<file path="config.mk">
export PLATFORM = sky130hd
export DESIGN_NAME = reset_seq_ctrl
export DESIGN_NICKNAME = d
export VERILOG_FILES = /design/src/rtl/reset_seq_ctrl.sv
export SDC_FILE = /design/constraint.sdc
export NUM_CORES = 1
export LEC_CHECK = 0
export ABC_CLOCK_PERIOD_IN_PS = 3050
export BUFFER_PORTS_ARGS = -buffer_cell sky130_fd_sc_hd__buf_2
export CORE_ASPECT_RATIO = 0.5
export CORE_MARGIN = 5
export CORE_UTILIZATION = 30
export DETAILED_ROUTE_END_ITERATION = 16
export PLACE_DENSITY = 0.45
export SLEW_MARGIN = 10
export SYNTH_ARGS = -nofsm -noshare
export SYNTH_HDL_FRONTEND = slang
export SYNTH_SLANG_ARGS = --single-unit
export TNS_END_PERCENT = 1
</file>
<file path="constraint.sdc">
create_clock -name clock -period 3.05 [get_ports clock]
set_input_delay 0.1525 -clock clock [delete_from_list [all_inputs] [get_ports clock]]
set_output_delay 0.1525 -clock clock [all_outputs]
set_load 0.01 [all_outputs]
</file>
<file path="src/rtl/reset_seq_ctrl.sv">
// reset_seq_ctrl: releases NUM_DOM active-low domain resets in index order, gap + ready-ack per domain.
// Defining RST_SEQ_WDT_EN adds an ack watchdog that flags seq_err and skips a silent domain.
module reset_seq_ctrl #(
  parameter int NUM_DOM = 4,
  parameter int CNT_W   = 8,
  parameter int TMO_W   = 12
) (
  input  logic               clock,
  input  logic               reset_local,
  input  logic               safeshift,
  input  logic               rst_req,
  input  logic [CNT_W-1:0]   dly_cfg,
  input  logic [NUM_DOM-1:0] dom_ack,
  output logic [NUM_DOM-1:0] dom_rst_n,
  output logic               seq_busy,
  output logic               seq_done,
  output logic               seq_err
);

  localparam int IDX_W = (NUM_DOM > 1) ? $clog2(NUM_DOM) : 1;

  // ASSERT: all held, capture gap | GAP: count gap | WAIT: await ack[idx] | DONE: all released
  typedef enum logic [1:0] {ASSERT, GAP, WAIT, DONE} state_t;

  state_t             state_q, state_d;
  logic [CNT_W-1:0]   cnt_q, cnt_d;
  logic [CNT_W-1:0]   dly_q, dly_d;
  logic [IDX_W-1:0]   idx_q, idx_d;
  logic [NUM_DOM-1:0] rst_q, rst_d;
  logic               err_q, err_d;
  logic               ack_sel;
  logic               timeout;

  assign ack_sel = dom_ack[idx_q];

`ifdef RST_SEQ_WDT_EN
  logic [TMO_W-1:0] wdt_q, wdt_d;

  // Entry to WAIT is always from GAP, so clearing outside WAIT is clearing on entry.
  assign wdt_d   = (state_q == WAIT) ? wdt_q + TMO_W'(1) : '0;
  assign timeout = (state_q == WAIT) && (&wdt_q);

  always_ff @(posedge clock or negedge reset_local) begin
    if (!reset_local) wdt_q <= '0;
    else              wdt_q <= wdt_d;
  end
`else
  assign timeout = (TMO_W < 0);
`endif

  always_comb begin
    state_d = state_q;
    cnt_d   = cnt_q;
    dly_d   = dly_q;
    idx_d   = idx_q;
    rst_d   = rst_q;
    err_d   = err_q;
    if (rst_req) begin
      state_d = ASSERT;
      rst_d   = '0;
      err_d   = 1'b0;
    end else begin
      case (state_q)
        ASSERT: begin
          rst_d   = '0;
          dly_d   = (dly_cfg == '0) ? CNT_W'(1) : dly_cfg;
          cnt_d   = '0;
          idx_d   = '0;
          state_d = GAP;
        end
        GAP: begin
          cnt_d = cnt_q + CNT_W'(1);
          if (cnt_q == dly_q - CNT_W'(1)) begin
            rst_d[idx_q] = 1'b1;
            state_d      = WAIT;
          end
        end
        WAIT: begin
          if (ack_sel || timeout) begin
            if (!ack_sel) err_d = 1'b1;
            if (idx_q == IDX_W'(NUM_DOM - 1)) begin
              state_d = DONE;
            end else begin
              idx_d   = idx_q + IDX_W'(1);
              cnt_d   = '0;
              state_d = GAP;
            end
          end
        end
        default: state_d = DONE;
      endcase
    end
  end

  always_ff @(posedge clock or negedge reset_local) begin
    if (!reset_local) begin
      state_q <= ASSERT;
      cnt_q   <= '0;
      dly_q   <= CNT_W'(1);
      idx_q   <= '0;
      rst_q   <= '0;
      err_q   <= 1'b0;
    end else begin
      state_q <= state_d;
      cnt_q   <= cnt_d;
      dly_q   <= dly_d;
      idx_q   <= idx_d;
      rst_q   <= rst_d;
      err_q   <= err_d;
    end
  end

  // Shift mode overrides the resets without disturbing the sequence underneath.
  assign dom_rst_n = rst_q | {NUM_DOM{safeshift}};
  assign seq_done  = (state_q == DONE);
  assign seq_busy  = reset_local && (state_q != DONE);
  assign seq_err   = err_q;

endmodule

</file>
==> metrics <==
Mapped Avg Cell Area=around 9 um^2; Period minus WS final=2200 ps; Placed Area=~1700 um^2; CTS tree=yes; hold_buf cts=1; P_leak=0.000742 uW; Root Buffer=clkbuf_8; Mapped Nets=about 190; final setup violation count=0; via count=approximately 1300; core area=4910 um^2; crit path capture type=flip-flop; WP buf/inv=0; design area=1770 um^2; top cell type by total area after synthesis=dfrtp_1; die area=between 6000 and 7000 um^2; crit-path max cell delay=520 ps; Top delay family on crit path=simple AND/OR/NAND/NOR gates; CP required=approximately 3200 ps; # fillers=532; outcome=completed; # port buffers=21; Cells after Synth=165; TritonCTS buffer count=3; CP Cell Sequence=or4_4 -> or4_1 -> o311ai_1 -> a21oi_2 -> nor3_1 -> a31oi_1; Max-Cap Viols=0; Area contributors post-synth=dfrtp_1 (38%), ha_1 (5.0%), nand2_1 (5.0%); vias in the first global route=between 1000 and 1500; Yosys cell types=47; Setup TNS Final=0 ps; Worst Max-Slew Pin Slew=a little under 600 ps; DRT iter0 DRCs=between 60 and 70; area growth from synthesis to layout=16.6%; Max VDD drop=~200 uV; Post-Syn Area=between 1500 and 2000 um^2; Die X=about 110 um; hold_sp=dly_cfg[1]; layout cell share with drive strength beyond 1=between 20% and 30%; Die Y=about 60 um; DR pass1 iterations=4; n_diodes=0; Avg WL per Cell=13.9 um; row cnt=18; initial antenna violation count=0; Starting Density=between 30% and 40%; Slew HR=between 60 and 70%; Reg clk slew, reported paths=around 100 ps; crit path from=dly_q[2]; final worst-path cycle share=slightly above 70%; GRT Overall Usage=~11%; Final WS setup=854 ps; GPL Wtd Cong=0.727; pre-CTS setup slack=roughly 850 ps; sequential share of the synthesized area=approximately two fifths; top cell type's share of synthesized area=38.0%; CP arrival=~2300 ps; largest net degree at the start of global routing=26; Longest Clk Path Bufs=2; number of synthesized register bits=24; first-pass GRT wire length=roughly 6000 um; # DRC=0; Startpoint Class=flip-flop; RSZ-0062 raised after global routing=false; final slew viol count=0; ys flop type=dfrtp_1; clk sinks=24; H-tree levels=1; DPL Wire Length=~2700 um; area of the multi-input gates=roughly 860 um^2; Slowest-stage cell, CP=or4_4; f_max=around 0.46 GHz; placed cells=250; number of flops mapped to enable cells by yosys=0; WL final=about 3500 um; cts repair resizes=0; Skew-Pair Late Insertion Delay=~280 ps; r2r startpoint=dly_q[2]; top cells by count, synth=dfrtp_1 (23), nand2_1 (20), nor2_1 (11); Pwr per Cell Area=between 400 and 500 nW/um^2; synth warn=0; IO Pins=23; Antenna Nets Post-Route=0; Setup CP Type=flip-flop to flip-flop; final hold vios=0; CP Max Fanout=7; Post-Route Skew=11.8 ps; non-filler cells, final=between 200 and 300; Hold Crit Class=primary input to flip-flop; grt ovf=0; NumNets Final=208; Post-CTS Setup Bufs=0; Register Area=between 600 and 700 um^2; Vias/cell=approximately 5; Synth async-reset ratio=100%; cell with the most instances after synthesis=dfrtp_1
[through the flow]
| stage | power [uW] | utilization, % | hold slack, ps |
|---|---|---|---|
| final | 824 | 36.0 | 105 |
| after global routing | 879 | 36.0 | 120 |
| after CTS | 841 | 36.0 | 95.0 |
| after detailed placement | 543 | 34.3 | 195 |
| after global placement | 542 | 34.3 | 188 |
| after floorplan | 495 | - | -143 |
[final timing paths]
path,depth (start not counted),endpoint,slack [ps]
min in group asynchronous,2,cnt_q[6],400
max reg2reg,6,state_q[0],850
min reg2reg,2,rst_q[1],500
max in group asynchronous,2,state_q[1],2250
max,6,state_q[0],850
min,3,dly_q[1],100
[metal layers]
layer | part of all wire (%) | track usage, % | vias up
met5 | 0 | 0 | -
met1 | 52 | 15.8 | 597
met2 | 41 | 17.7 | 38
li1 | - | - | 628
met3 | 6.5 | 2.53 | 2
met4 | 0.76 | 2.63 | 0
[cell usage in the layout (no fill, tap or decap), types with 4 or more instances in the layout]
master / Yosys / routed
a21oi_1: 6 / 6
buf_2: 0 / 21
dfrtp_1: 23 / 23
ha_1: 6 / 6
inv_1: 6 / 6
mux2_2: 6 / 6
nand2_1: 20 / 20
nand3_1: 4 / 4
nor2_1: 11 / 11
nor3_1: 8 / 8
o21ai_0: 10 / 10
o21ai_1: 4 / 4
or2_2: 5 / 5
xnor2_1: 7 / 7
[state kept, by name, summed over array words and instances (netlist names)]
name	count
cnt_q	8
idx_q	2
state_q	2
rst_q	4
dly_q	8
[cells by family after synthesis]
| kind of cell | share of synthesized area, % |
|---|---|
| and+or+nand+nor | 22.8 |
| muxes | 6.61 |
| DFF | 39.7 |
| xor gates and xnor gates | 4.62 |
| adders and majority gates | 4.95 |
| buffers and inverters | 3.47 |
| AOI/OAI and AO/OA | 17.6 |
| other | 0.247 |
[power breakdown]
part | internal, uW | switching (uW)
clock network | 176 | 113
logic | 80.9 | 78.5
registers | 342 | 34.9
total | 598 | 226
[tightest hold or removal path, stage by stage]
cell and delay, ps:
buf_2 90, nand2_1 40, o21ai_0 60
[final cells by class]
| type | instances | area share [%] |
|---|---|---|
| Timing Repair Buffer | 23 | 6.94 |
| Multi-Input combinational cell | 128 | 48.7 |
| Tap cell | 70 | 4.96 |
| Clock inverter | 1 | 1.70 |
| Clock buffer | 3 | 2.34 |
| Sequential cell | 24 | 34.1 |
| Inverter | 6 | 1.27 |
(Power assumes the default switching activity.)
